### config.mk
export PLATFORM = sky130hd
export DESIGN_NAME = rollo_regfile_acc
export DESIGN_NICKNAME = d
export VERILOG_FILES = /design/src/rtl/rollo_regfile_acc.sv
export SDC_FILE = /design/constraint.sdc
export NUM_CORES = 1
export LEC_CHECK = 0
export ABC_AREA = 1
export CAP_MARGIN = 0
export CORE_UTILIZATION = 30
export CTS_CLUSTER_DIAMETER = 40
export DETAILED_ROUTE_END_ITERATION = 16
export PLACE_DENSITY = 0.5
export SYNTH_ARGS = -nofsm -noshare
export SYNTH_HDL_FRONTEND = slang
export SYNTH_SLANG_ARGS = --single-unit
### constraint.sdc
create_clock -name clk -period 2.9 [get_ports clk]
set_input_delay 0.435 -clock clk [delete_from_list [all_inputs] [get_ports clk]]
set_output_delay 0.435 -clock clk [all_outputs]
set_load 0.01 [all_outputs]
### src/rtl/rollo_regfile_acc.sv
// rollo_regfile_acc: R-entry GF(2^M) register file with a multi-beat
// subset-XOR accumulator. Reads and accumulation results share data_out.
// Optional feature: define ROLLO_RF_ZEROIZE_EN to add a 'zeroize' input
// that clears every entry and data_out from IDLE.

// One storage entry plus its contribution to the accumulator. Entry IDX is
// consumed on beat IDX/P, so each entry decides locally whether it feeds the
// XOR tree this cycle.
module rollo_rf_entry #(
  parameter int M    = 67,
  parameter int CW   = 1,
  parameter int BEAT = 0
) (
  input  logic          clk,
  input  logic          rst_b,
  input  logic          we,
  input  logic          clr,
  input  logic [M-1:0]  d,
  input  logic [CW-1:0] beat,
  input  logic          pick,
  output logic [M-1:0]  q,
  output logic [M-1:0]  term
);

  // entry storage: clear wins over write
  always_ff @(posedge clk or negedge rst_b) begin
    if (!rst_b)   q <= '0;
    else if (clr) q <= '0;
    else if (we)  q <= d;
  end

  assign term = (pick && (beat == CW'(BEAT))) ? q : '0;

endmodule

module rollo_regfile_acc #(
  parameter int M = 67,
  parameter int R = 5,
  parameter int P = 1
) (
  input  logic                 clk,
  input  logic                 rst_b,
`ifdef ROLLO_RF_ZEROIZE_EN
  input  logic                 zeroize,
`endif
  input  logic                 wr_en,
  input  logic                 rd_en,
  input  logic                 acc_start,
  input  logic [$clog2(R)-1:0] addr,
  input  logic [M-1:0]         data_in,
  input  logic [R-1:0]         sel,
  output logic                 busy,
  output logic                 done,
  output logic                 rd_valid,
  output logic [M-1:0]         data_out
);

  localparam int AW = $clog2(R);
  localparam int B  = (R + P - 1) / P;
  localparam int CW = (B > 1) ? $clog2(B) : 1;

  typedef enum logic {IDLE = 1'b0, ACC = 1'b1} state_t;

  state_t              state;
  logic [CW-1:0]       beat;
  logic [R-1:0]        sel_q;
  logic [M-1:0]        acc;
  logic [R-1:0][M-1:0] ent_q;
  logic [R-1:0][M-1:0] term;
  logic [M-1:0]        acc_term;
  logic [M-1:0]        rd_data;
  logic                idle, addr_ok, zero_go, acc_go, wr_go, rd_go;

  assign idle    = (state == IDLE);
  assign addr_ok = (int'(addr) < R);

`ifdef ROLLO_RF_ZEROIZE_EN
  assign zero_go = idle && zeroize;
`else
  assign zero_go = 1'b0;
`endif

  // only the highest-priority command present acts; an out-of-range
  // address kills its command without letting a lower one through
  assign acc_go = idle && !zero_go && acc_start;
  assign wr_go  = idle && !zero_go && !acc_start && wr_en && addr_ok;
  assign rd_go  = idle && !zero_go && !acc_start && !wr_en && rd_en && addr_ok;

  // entries are write-locked in ACC, so the result equals the contents at start
  for (genvar e = 0; e < R; e++) begin : g_ent
    rollo_rf_entry #(.M(M), .CW(CW), .BEAT(e / P)) u_ent (
      .clk   (clk),
      .rst_b (rst_b),
      .we    (wr_go && (addr == AW'(e))),
      .clr   (zero_go),
      .d     (data_in),
      .beat  (beat),
      .pick  ((state == ACC) && sel_q[R-1-e]),
      .q     (ent_q[e]),
      .term  (term[e])
    );
  end

  // XOR of every entry selected on the current beat
  always_comb begin
    acc_term = '0;
    for (int e = 0; e < R; e++) acc_term = acc_term ^ term[e];
  end

  // read mux; out-of-range addresses never reach data_out
  always_comb begin
    rd_data = '0;
    for (int e = 0; e < R; e++)
      if (addr == AW'(e)) rd_data = ent_q[e];
  end

  // control FSM with registered busy/done/rd_valid/data_out
  always_ff @(posedge clk or negedge rst_b) begin
    if (!rst_b) begin
      state    <= IDLE;
      busy     <= 1'b0;
      done     <= 1'b0;
      rd_valid <= 1'b0;
      data_out <= '0;
      acc      <= '0;
      beat     <= '0;
      sel_q    <= '0;
    end else begin
      done     <= 1'b0;
      rd_valid <= 1'b0;
      case (state)
        IDLE: begin
          if (zero_go) begin
            data_out <= '0;
          end else if (acc_go) begin
            sel_q <= sel;
            acc   <= '0;
            beat  <= '0;
            state <= ACC;
            busy  <= 1'b1;
          end else if (rd_go) begin
            data_out <= rd_data;
            rd_valid <= 1'b1;
          end
        end
        ACC: begin
          acc <= acc ^ acc_term;
          if (beat == CW'(B - 1)) begin
            data_out <= acc ^ acc_term;
            done     <= 1'b1;
            busy     <= 1'b0;
            beat     <= '0;
            state    <= IDLE;
          end else begin
            beat <= beat + 1'b1;
          end
        end
        default: state <= IDLE;
      endcase
    end
  end

endmodule
# After elaboration in Yosys (flattened, before gate mapping)
# Cells that the tools add are included.
[totals]
output_inout_bits = 70
word_cells = 92
register_bits = 481
in_bits = 80
[classes]
muxes = 30
n_reduce_logical = 29
eq_ne = 12
n_bitwise = 6
n_addsub = 1
order_cmp = 1
[ops]
columns = ["op", "n"]
rows = [
  ["two-way mux 67 bit", 14],
  ["XOR 67 bit", 5],
  ["one-hot mux 67 bit (2 select lines)", 2],
  ["logical AND 1 bit", 22],
  ["equality test 3 x 2 -> 1 bit (second input constant)", 4],
  ["two-way mux 1 bit", 9],
  ["equality test 3 x 1 -> 1 bit (second input constant)", 2],
  ["equality test 3 bit (second input constant)", 2],
  ["zero test 3 bit", 2],
  ["two-way mux 3 bit", 2],
  ["inequality test 2 x 1 -> 1 bit (second input constant)", 3],
  ["one-hot mux 3 bit (2 select lines)", 1],
  ["one-hot mux 1 bit (2 select lines)", 2],
  ["AND reduction 2 bit", 2],
  ["adder 3 x 1 -> 3 bit (second input constant)", 1],
  ["< comparator 3 bit (second input constant)", 1],
  ["AND reduction 3 bit", 1],
  ["zero test 1 bit", 2],
  ["inequality test 2 bit (second input constant)", 1],
  ["inverter 1 bit", 1],
]

# Longest topological paths before layout
# Gate-level depths: netlist of the first run.
[depth]
depth_word = 10
ltp_mapped = 14
depth_no_buf = 12

# Cells and area by module
# Synthesis of the first run repeated with hierarchy kept, for this count alone.
[unflattened]
hier_cells = 5290
hier_area_um2 = 31637.8
[modules_own_cells]
columns = ["mod", "cells_each", "area_each_um2", "seq_area_each_um2", "n_inst"]
rows = [
  ["rollo_regfile_acc", 3120, 15846.4, 3653.5, 1],
  ["rollo_rf_entry at g_ent[1].u_ent ...", 430, 3076.7, 1676.6, 3],
  ["rollo_rf_entry at g_ent[3].u_ent", 443, 3328.2, 1676.6, 1],
  ["rollo_rf_entry at g_ent[0].u_ent", 437, 3233.1, 1676.6, 1],
]

# Least setup slack after synthesis of the first run
# OpenSTA, ideal clock, no wires.
[synth_timing]
kind = "register to register"
startpoint = "register beat[0]"
endpoint = "register data_out[57]"
required_time_ps = 2823
path_buffers = 3
setup_ps = 77
slack_ps = 949
synth_period_minus_slack_ps = 1951
arrival_ps = 1874
stages_incl_launch_ff = 15
path_cell_list = "dfrtp_1 ha_1 ha_1 clkbuf_1 nand3_1 buf_2 buf_2 nor2_1 nand2_1 nand2_1 nand2_1 nand2_1 nand2_1 nand3_1 a21oi_1"
[synth_between]
elab_chain_len = 10
elab_cells_between_ends = 24
classes_between = "eq/ne (5); mux (7); bitwise (5); reduce/logical (7)"
[synth_lines]
columns = ["item", "line_no", "text"]
rows = [
  ["start: declaration", "65", "logic [CW-1:0] beat;"],
  ["start signal: assignment", "155", "beat <= beat + 1'b1;"],
  ["equality test 3 x 1 -> 1 bit or zero test 3 bit (tied branches)", "32", "assign term = (pick && (beat == CW'(BEAT))) ? q : '0;"],
  ["logical AND 1 bit", "32", ""],
  ["two-way mux 67 bit", "32", ""],
  ["XOR 67 bit (4 in series)", "107", "for (int e = 0; e < R; e++) acc_term = acc_term ^ term[e];"],
  ["XOR 67 bit", "149", "data_out <= acc ^ acc_term;"],
  ["two-way mux 67 bit", "148", "if (beat == CW'(B - 1)) begin"],
  ["one-hot mux 67 bit (2 select lines)", "131", "case (state)"],
  ["end signal: assignment", "142", "data_out <= rd_data;"],
  ["end signal: assignment", "149", ""],
  ["end: declaration", "55", "output logic [M-1:0] data_out"],
]
# Parallel ways exist; a longest one is shown, timed or not. The select of a mux whose other input is x is not followed.
# A chain may end at the register's enable or synchronous reset.

# Final worst setup path of the first run
[layout_timing]
startpoint = "register beat[0]"
endpoint = "register data_out[56]"
# Same word-level chain as after synthesis.

==> out/qor.yml, run 1 <==
dp.cells: 5475
arrival_ns: 3.02
p_seq_share_pct: 33.5
port_buffers: 149
finClkSkew_ns: 0.0375
ys.flop_type: "dfrtp_1"
p_leak_uw: 0.0172
clockBufferDepth: 3
period_minus_slack_ns: 2.44
rows: 111
cp-end-kind: "register"
cp_num_buf_inv: 4
grt_pass1_wl_mm: 163
synth_edf_count: 0
grt_pass1_vias: 26100
globalRouteTotalUtil_pct: 22.6
r2r_start: "beat[0]$_DFFE_PN0P_"
synth_seq_cells: 481
post-dp-hpwl_mm: 62.5
vdd_drop_max_mv: 0.620
hold_class: "in2reg"
synth.top_cell.area_share_pct: 43.1
outcome: "completed"
path_clk_slew_ns: 0.06
reg2regPathDepth: 13
ff2ff_setup_slack_ns: 0.46
grt_antenna_before_repair: 0
worst_pin_slew_ns: 0.979
critPathRequiredTime_ns: 3.48
crit_chain: "inv_1 > ha_1 > nand2_1 > nor2_2 > nand2_1 > clkinv_2 > buf_4 > nand2_1 > inv_1 > nor2_1 > nand2_1 > nand3_1 > a21oi_1"
wl_mm: 107
min_period_over_period_pct: 84.0
area_growth_pct: 24.4
io_pins: 150
synth_cell_type_count: 22
cap_viol_max_count: 0
setup_viol: 0
power_density_nw_per_um2: 991
critPathMaxStageDelay_ns: 0.43
post_drt_wl_per_cell_um: 18.8
crit_type: "reg2reg"
yosys.area.top_type: "dfrtp_1"
syn_inst: 4235
slowest_stage: "dfrtp_1"
crit_path_max_fanout: 25
worstHoldStart: "addr[1]"
crit_start: "beat[0]$_DFFE_PN0P_"
synth_most_common_cell: "nand2_1"
syn_area_um2: 27900
drive_above_1_share_pct: 6.72
slew_headroom_pct: 34.7
die_h_um: 307
worst-path-stages: 13
drt-initial-drc-count: 2254
nets: 4423
cts-root-buf: "clkbuf_16"
hold_viol: 0
synth_common_cells: "nand2_1, inv_1, o21ai_0, dfrtp_1, nor2_1"
dieArea_um2: 94400
die_w_um: 307
critPathLaunchType: "register"
slew_viol_final: 0
r2r-end: "data_out[56]$_DFFE_PN0P_"
crit_family: "simple AND/OR/NAND/NOR gates"
yosys-top-cells-area: "dfrtp_1, nand2_1, o21ai_0, inv_1, nand3_1"
synth.yosys.seq_area_share_pct: 43.1
cts_sinks: 481
post_cts_buffers: 0
drc: 0
viasPerCell: 4.86
initial_utilization_pct: 30.4
yosysWarningCount: 0
nFillCells: 9852
switching_power_uw: 13500
cts_tree: "built"
fin_cells: 5666
syn-num-nets: 4320
numCtsBuffers: 103
whs_path_depth: 4
clock_latency_ns: 0.68
swShare_pct: 39.2
routabilityCongestion: 0.813
rsz0062_at_grt: "no"
htree_levels: 3
synth-async-reset-ratio_pct: 100
syn_area_per_cell_um2: 6.60
grt_max_degree: 91
post_cts_resized: 0
fin_setup_tns_ns: 0
hold_end: "rd_valid$_DFF_PN0_"
internal-power_uw: 20900
pwr-share-clk_pct: 34.3
core_um2: 91900
drt-pass1-iter-count: 6
grt.overflow.total: 0
comb_power_share_pct: 32.2
crit_top_cell: "nand2_1"
dr_total_vias: 27500
ant_nets: 0
clock.fmax_mhz: 410
[tightest hold or removal path, delay by kind of cell]
family	cells	cell delay, ns
AOI/OAI and AO/OA	1	0.11
buffers and inverters	2	0.19
and+or+nand+nor	1	0.13
[sequential cells by signal, summed over array words and instances, names as in the netlist]
register and flops:
data_out 67, g_ent.u_ent.q 335, rd_valid 1, sel_q 5
acc 67, state 1, busy 1, beat 3
done 1
[metrics by stage]
stage          hold slack [ns]  worst slack, ns  power (uW)  instance area, um^2  utilization [%]
3_3_place_gp             0.457            0.161       22500                31300             34.0
3_5_place_dp             0.459            0.133       22600                31300             34.0
6_report                 0.258            0.463       34500                34800             37.8
5_1_grt                  0.308            0.246       36700                34800             37.8
2_1_floorplan            0.139            0.949       17500                27900                -
4_1_cts                  0.218            0.494       34700                34800             37.8
[how the worst max path moves through the flow]
stage,to,slack [ns]
5_1_grt,data_out[56]$_DFFE_PN0P_,0.25
6_report,data_out[56]$_DFFE_PN0P_,0.46
4_1_cts,acc[43]$_DFFE_PN0P_,0.49
3_3_place_gp,g_ent[3].u_ent.q[49]$_DFFE_PN0P_,0.16
2_1_floorplan,data_out[57]$_DFFE_PN0P_,0.95
3_5_place_dp,g_ent[3].u_ent.q[25]$_DFFE_PN0P_,0.13
[cell usage in the layout, fill, tap and decap left out]
| master | n |
|---|---|
| o22ai_1 | 1 |
| ha_4 | 1 |
| clkbuf_16 | 104 |
| nor2_2 | 1 |
| inv_1 | 538 |
| inv_16 | 2 |
| mux2_2 | 5 |
| nor3_1 | 67 |
| clkinv_4 | 6 |
| clkbuf_1 | 14 |
| o21ai_0 | 539 |
| buf_8 | 1 |
| ha_1 | 4 |
| dlygate4sd3_1 | 1 |
| buf_4 | 39 |
| clkinvlp_4 | 13 |
| nand4_1 | 109 |
| nor2_1 | 424 |
| a21oi_2 | 1 |
| diode_2 | 1 |
| nand2_1 | 1372 |
| clkdlybuf4s50_1 | 146 |
| clkinv_8 | 1 |
| inv_6 | 7 |
| buf_2 | 2 |
| nand2_4 | 8 |
| buf_12 | 44 |
| nand3_1 | 338 |
| nand3_2 | 1 |
| clkinv_2 | 25 |
| dfrtp_1 | 479 |
| nand3_4 | 2 |
| a21oi_1 | 93 |
| inv_2 | 6 |
| dfrtp_4 | 2 |
| bufinv_16 | 10 |
| nor3_4 | 1 |
| clkbuf_8 | 10 |
| nor2_4 | 5 |
[layer usage]
layer	share of wire (%)	track usage (%)	up-vias
li1	-	-	13600
met1	48	32.5	12900
met2	44	35.3	868
met3	6.0	2.69	157
met4	2.2	6.98	0
met5	0	0	-
[layout make-up]
cell class | instances | area (um^2) | share of cell area, %
Tap cell | 1243 | 1560 | 4.47
Timing Repair Buffer | 233 | 2670 | 7.68
Antenna cell | 1 | 2.50 | 0.00720
Clock buffer | 128 | 2790 | 8.03
Multi-Input combinational cell | 2972 | 13000 | 37.3
Sequential cell | 481 | 12000 | 34.6
Clock inverter | 61 | 678 | 1.95
Inverter | 547 | 2060 | 5.92
[cells by family after synthesis]
logic type      synth area share (%)
fa+ha+maj                      0.224
buf+inv                         11.0
flops                           43.1
compound gates                  11.4
mux                            0.201
simple gates                    34.1
[power groups by stage]
stage / registers (uW) / clock network [uW] / logic (uW)
floorplan: 11000 / 0 / 6560
global placement: 11600 / 0 / 10900
detailed placement: 11600 / 0 / 11100
CTS: 11500 / 12000 / 11100
global route: 11900 / 12300 / 12400
finish: 11600 / 11800 / 11100
[what timing repair did]
item,4_1_cts,5_1_grt
hold buffers,1,0
setup endpoints to repair,0,0
endpoints found under the hold margin,47,0
(Power assumes the default switching activity.)
==> run 2: changes to the inputs <==
clock period = 2.4 ns   (was 2.9 ns; I/O delays follow)
==> out/qor.yml, run 2 (synthesized netlist as in run 1, its figures left out) <==
gr-usage-met2_pct: 35.9  # +0.59 points
drt-initial-drc-count: 2140  # -5.1%
cap_viol_max_count: 0  # unchanged
slew_headroom_pct: 40.6  # +5.9 points
crit_family: "simple AND/OR/NAND/NOR gates"
drc: 0  # unchanged
io_pins: 150  # unchanged
cts_tree: "built"
initial_utilization_pct: 30.4  # unchanged
cp_num_buf_inv: 2  # -2
crit_type: "reg2reg"
drt-pass1-iter-count: 6  # unchanged
critPathMaxStageDelay_ns: 0.50  # +0.07 ns
min_period_over_period_pct: 91.9  # +7.9 points
hold_class: "in2async"
rows: 111  # unchanged
area_growth_pct: 27.1
dieArea_um2: 94400  # unchanged
crit_top_cell: "nand3_1"
clockBufferDepth: 3  # unchanged
largestRegisters: "g_ent.u_ent.q x335, acc x67, data_out x67"
layout_common_cells: "nand2_1, o21ai_0, inv_1, dfrtp_1, nor2_1"
rsz0062_at_grt: "no"
grt_pass1_wl_mm: 163  # unchanged
grt.overflow.total: 0  # unchanged
gr-max-usage-layer: "met2"
grt_pass1_vias: 26300  # +0.81%
numCtsBuffers: 101  # -1.9%
drive_above_1_share_pct: 7.50  # +0.78 points
largest_register_ffs: 335  # unchanged
core_um2: 91900  # unchanged
globalRouteTotalUtil_pct: 22.8  # +0.13 points
cp-end-kind: "register"
hold_viol: 0  # unchanged
period_minus_slack_ns: 2.21  # -0.231 ns
outcome: "completed"
slew_viol_final: 0  # unchanged
power_density_nw_per_um2: 1210  # +22%
multi_input_area_um2: 13000  # about the same
post-dp-hpwl_mm: 64.7  # +3.5%
clock.fmax_mhz: 453  # +10%
fin_setup_tns_ns: 0  # unchanged
place_area_um2: 31800  # +1.7%
ant_nets: 0  # unchanged
crit_path_max_fanout: 22  # -12%
cts-root-buf: "clkbuf_16"
crit_chain: "clkinv_2 > nor2_1 > nand2_8 > buf_12 > nor2_1 > nand2_1 > nand3_1 > nand3_1 > nand3_1 > o21ai_0"
htree_levels: 3  # unchanged
die_w_um: 307  # unchanged
critPathLaunchType: "register"
layout_commonest_cell: "nand2_1"
vdd_drop_max_mv: 0.988  # +59%
dr_total_vias: 27800  # +0.85%
nets: 4452  # +0.66%
path_clk_slew_ns: 0.05  # about the same
top_register: "g_ent.u_ent.q"
p_leak_uw: 0.0176  # +2.1%
fin_area_um2: 35500  # +2.2%
critPathRequiredTime_ns: 2.88  # -0.60 ns
post_drt_wl_per_cell_um: 18.9  # +0.42%
grtUsageMet3_pct: 3.70  # +1.0 points
port_buffers: 149  # unchanged
arrival_ns: 2.69  # -0.33 ns
ff2ff_setup_slack_ns: 0.19  # -0.27 ns
viasPerCell: 4.87  # +0.28%
cts_sinks: 481  # unchanged
met1_usage_pct: 31.7  # -0.80 points
routabilityCongestion: 0.804  # -1.1%
die_h_um: 307  # unchanged
slowest_stage: "dfrtp_4"
setup_viol: 0  # unchanged
post_cts_buffers: 0  # unchanged
grt_max_degree: 87  # -4.4%
seq_area_um2: 12000  # unchanged
finClkSkew_ns: 0.0255  # -0.0121 ns
wl_mm: 108  # +0.98%
grt_antenna_before_repair: 5  # +5
nFillCells: 9698  # -1.6%
clock_latency_ns: 0.66  # -0.02 ns
worst_pin_slew_ns: 0.890  # -0.0889 ns
-- run 2: changes by cell type in the layout (fill, tap and decap cells not counted), sizes merged --
| cell | before | now |
|---|---|---|
| buf | 86 | 117 |
| bufinv | 10 | 17 |
| clkbuf | 128 | 130 |
| clkinv | 32 | 25 |
| inv | 553 | 552 |
-- run 2: worst register-to-register path, stage by stage (launching register included) --
cell	delay (ns)
dfrtp_4	0.50
clkinv_2	0.19
nor2_1	0.32
nand2_8	0.21
buf_12	0.24
nor2_1	0.12
nand2_1	0.07
nand3_1	0.07
nand3_1	0.07
nand3_1	0.12
o21ai_0	0.12
-- run 2: final cells by class --
cell class / count / area share [%]
antenna: 1 / 0.00704
clock buffer: 130 / 8.05
clock inverter: 60 / 2.36
inverter: 547 / 5.79
multi-input combinational: 2972 / 36.5
sequential: 481 / 33.9
tap: 1243 / 4.38
timing repair buffer: 264 / 8.99
-- run 2: where the power goes --
| group | switching, uW | internal (uW) | leakage, uW |
|---|---|---|---|
| combinational | 8840 | 5050 | 0.00952 |
| sequential | 2720 | 11200 | 0.00626 |
| clock | 4930 | 10200 | 0.00179 |
| total | 16500 | 26500 | 0.0176 |
-- run 2: per-stage QoR --
stage	setup WS, ns	total power [uW]	std cells	utilization (%)	hold WS [ns]
after floorplan	0.449	21200	4235	-	0.0644
after global placement	0.109	27600	5506	34.6	0.345
after detailed placement	0.0813	27800	5506	34.6	0.340
after CTS	0.170	43200	5697	38.6	0.221
after global routing	0.000503	45600	5697	38.6	0.287
final	0.194	43000	5698	38.6	0.261
-- run 2: metal layers --
| layer | routed length [um] | vias to the layer above |
|---|---|---|
| li1 | - | 13700 |
| met1 | 49900 | 13000 |
| met2 | 47800 | 936 |
| met3 | 7020 | 186 |
| met4 | 2770 | 0 |
| met5 | 0 | - |
-- run 2: path summary, 6_finish.rpt --
kind                                                    end  cells after the start                              from
hold reg to reg            g_ent[4].u_ent.q[32]$_DFFE_PN0P_                      2  g_ent[4].u_ent.q[32]$_DFFE_PN0P_
setup reg to reg                        acc[24]$_DFFE_PN0P_                     10                   state$_DFF_PN0_
max in group asynchronous  g_ent[1].u_ent.q[44]$_DFFE_PN0P_                      3                             rst_b
hold / removal             g_ent[1].u_ent.q[17]$_DFFE_PN0P_                      2                             rst_b
setup / recovery                        acc[24]$_DFFE_PN0P_                     10                   state$_DFF_PN0_
min in group clk                         rd_valid$_DFF_PN0_                      4                           addr[1]
-- run 2: timing repair --
action,in CTS,in global routing
endpoints found under the hold margin,31,0
hold buffers,1,0
gates resized for setup,0,2
setup endpoints to repair,0,9
==> edit, RTL diff (settings of run 2) <==
Build with the macro `ROLLO_RF_ZEROIZE_EN` defined.
--- a/src/rtl/rollo_regfile_acc.sv
+++ b/src/rtl/rollo_regfile_acc.sv
@@ -6,6 +6,8 @@
 // One storage entry plus its contribution to the accumulator. Entry IDX is
 // consumed on beat IDX/P, so each entry decides locally whether it feeds the
 // XOR tree this cycle.
+`define ROLLO_RF_ZEROIZE_EN
+
 module rollo_rf_entry #(
   parameter int M    = 67,
   parameter int CW   = 1,
Interface: changed (added zeroize); port bits go from 150 to 151. No check against the original RTL was run, so the function may have changed too.
==> edit against run 2 <==
- design area is 2.3% higher
- setup slack improved by 58 ps
- sequential cell count unchanged
- wire length barely moved
- synthesized area rose by 2.4%
- synthesized cell count rose by 2.8%
- clock skew shrank 1.2 ps
- power grew 13%
- first-iteration DRC count decreased by 7.7%
- utilization increased by 0.052 points
- via count is 1.9% higher
==> edit: results (changes against run 2) <==
| Metric | Value |
|---|---|
| Status | finished, final reports clean (unchanged) |
| Worst hold slack | 188 ps (was 261 ps) |
| Fin cells | 5,864 (was 5,698) |
| Critical-path cell with the highest stage delay | dfrtp_1 (was dfrtp_4) |
| Crit-path max cell delay | 390 ps (was 500 ps) |
| Synth warn | 0 (unchanged) |
| # setup viols final | 0 (unchanged) |
| RePlAce Congestion | 0.816 (was 0.804) |
| Ys async rst share | 1.00 (unchanged) |
| Share of cells above drive strength 1 | 0.0788 (was 0.0750) |
| Initial antenna violation count | 2 (was 5) |
| Initial drt markers | 1,976 (was 2,140) |
| CP Max Fanout | 39 (was 22) |
| Setup Buffers After CTS | 0 (unchanged) |
| H-tree levels | 3 (unchanged) |
| Syn_area_per_cell | 6.57 um^2 (was 6.60 um^2) |
| DPL Wire Length | 66.0 mm (was 64.7 mm) |
| Max clock buf depth | 3 (unchanged) |
| Leakage | 18.8 nW (was 17.6 nW) |
| Setup crit end kind | register (unchanged) |
| Slew at the pin closest to its max-slew limit | 627 ps (was 890 ps) |
| Crit path max-delay family | simple AND/OR/NAND/NOR gates (unchanged) |
| CP arrival | 2680 ps (was 2690 ps) |
| Yosys top cell area share | 0.421 (was 0.431) |
| Number of cells on the worst reg-to-reg path | 12 (was 10) |
| Top post-synthesis cells by count | nand2_1 (1,373), inv_1 (612), dfrtp_1 (481), nor2_1 (474), o21ai_0 (447) (was nand2_1 (1,379), inv_1 (539), o21ai_0 (539), dfrtp_1 (481), nor2_1 (427)) |
| Reg-to-reg slack, setup | 250 ps (was 190 ps) |
| GRT Total Usage | 0.222 (was 0.228) |
| Top post-synthesis cells by area | dfrtp_1 (42%), nand2_1 (18%), inv_1 (8.0%) (was dfrtp_1 (43%), nand2_1 (19%), o21ai_0 (9.7%)) |
| Worst VDD drop | 0.000715 V (was 0.000988 V) |
| DR pass1 iterations | 5 (was 6) |
| PortBufs | 150 (was 149) |
| Post-DP Area | 32,600 um^2 (was 31,800 um^2) |
| First-pass GRT wire length | 166 mm (was 163 mm) |
| Final net count | 4,606 (was 4,452) |
| Seq/Total Area, Yosys | 0.421 (was 0.431) |
| Worst r2r dst | acc[1] (was acc[24]) |
| Skew-Pair Late Insertion Delay | between 600 and 700 ps |
| # placed instances | 5,667 (was 5,506) |
| Worst min path class | in -> async (unchanged) |
| Routed Wire Length | 107 mm (was 108 mm) |
| Ys flop type | dfrtp_1 (unchanged) |
| R2R Path Start | beat[1] (was state) |
| Clk pin slew, worst setup/hold paths | 50 ps (about the same) |
| Biggest regs | g_ent.u_ent.q: 335 flops, acc: 67 flops, data_out: 67 flops (unchanged) |
| Setup WS pre-CTS | -45.8 ps (was 81.3 ps) |
| Vias in the first global route | 27,500 (was 26,300) |
| Via density | 4.82 (was 4.87) |
| Largest net degree at the start of global routing | 86 (was 87) |
| Clock Skews | 24.2 ps (was 25.5 ps) |
| Root Driver | clkbuf_16 (unchanged) |
| Synth cell types | 28 (was 22) |
| CTS buffer count | 104 (was 101) |
-- edit: cell count changes after synthesis, moves of 40 or more --
cell	change
nor2_1	+47
inv_1	+73
o21ai_1	+91
buf_4	+40
nand4_1	-41
clkbuf_1	-40
nand3_1	-72
o21ai_0	-92
a21oi_1	+107
-- edit: cell families after synthesis --
group / after synthesis / share of synthesized area
compound gates: 742 / 0.131
fa+ha+maj: 5 / 0.00219
buf+inv: 858 / 0.124
flops: 481 / 0.421
simple gates: 2269 / 0.322
-- edit: area by class of cell --
type	instances	area, um^2
antenna	1	2.50
clock buffer	136	2920
clock inverter	59	774
fill	9914	57600
inverter	623	2340
multi-input combinational	3016	13100
sequential	481	12000
tap	1254	1570
timing repair buffer	294	3580
-- edit: what timing repair did --
action / in CTS / in global routing
endpoints found under the hold margin: 144 / 0
setup endpoints to repair: 0 / 3
gates resized for setup: 0 / 2
hold buffers: 1 / 0
-- edit: how the worst max path moves through the flow --
stage / slack [ps] / to / depth (start not counted) / start
after floorplan: 530 / data_out[57] / 14 / beat[0]
after global placement: 20 / g_ent[4].u_ent.q[9] / 8 / zeroize
after detailed placement: -50 / g_ent[4].u_ent.q[7] / 8 / zeroize
after CTS: 210 / acc[1] / 13 / beat[0]
after global routing: 50 / acc[9] / 12 / beat[1]
final: 250 / acc[1] / 12 / beat[1]
-- edit: power breakdown --
part | switching (W) | internal [W]
combinational | 0.0120 | 0.00637
clock | 0.00491 | 0.0102
sequential | 0.00292 | 0.0122
-- edit: metal layers --
layer / global-route usage / vias to the layer above / wire (um)
li1: - / 14000 / -
met1: 0.301 / 13300 / 48900
met2: 0.369 / 829 / 50200
met3: 0.0289 / 158 / 6120
met4: 0.0609 / 0 / 2220
met5: 0 / - / 0
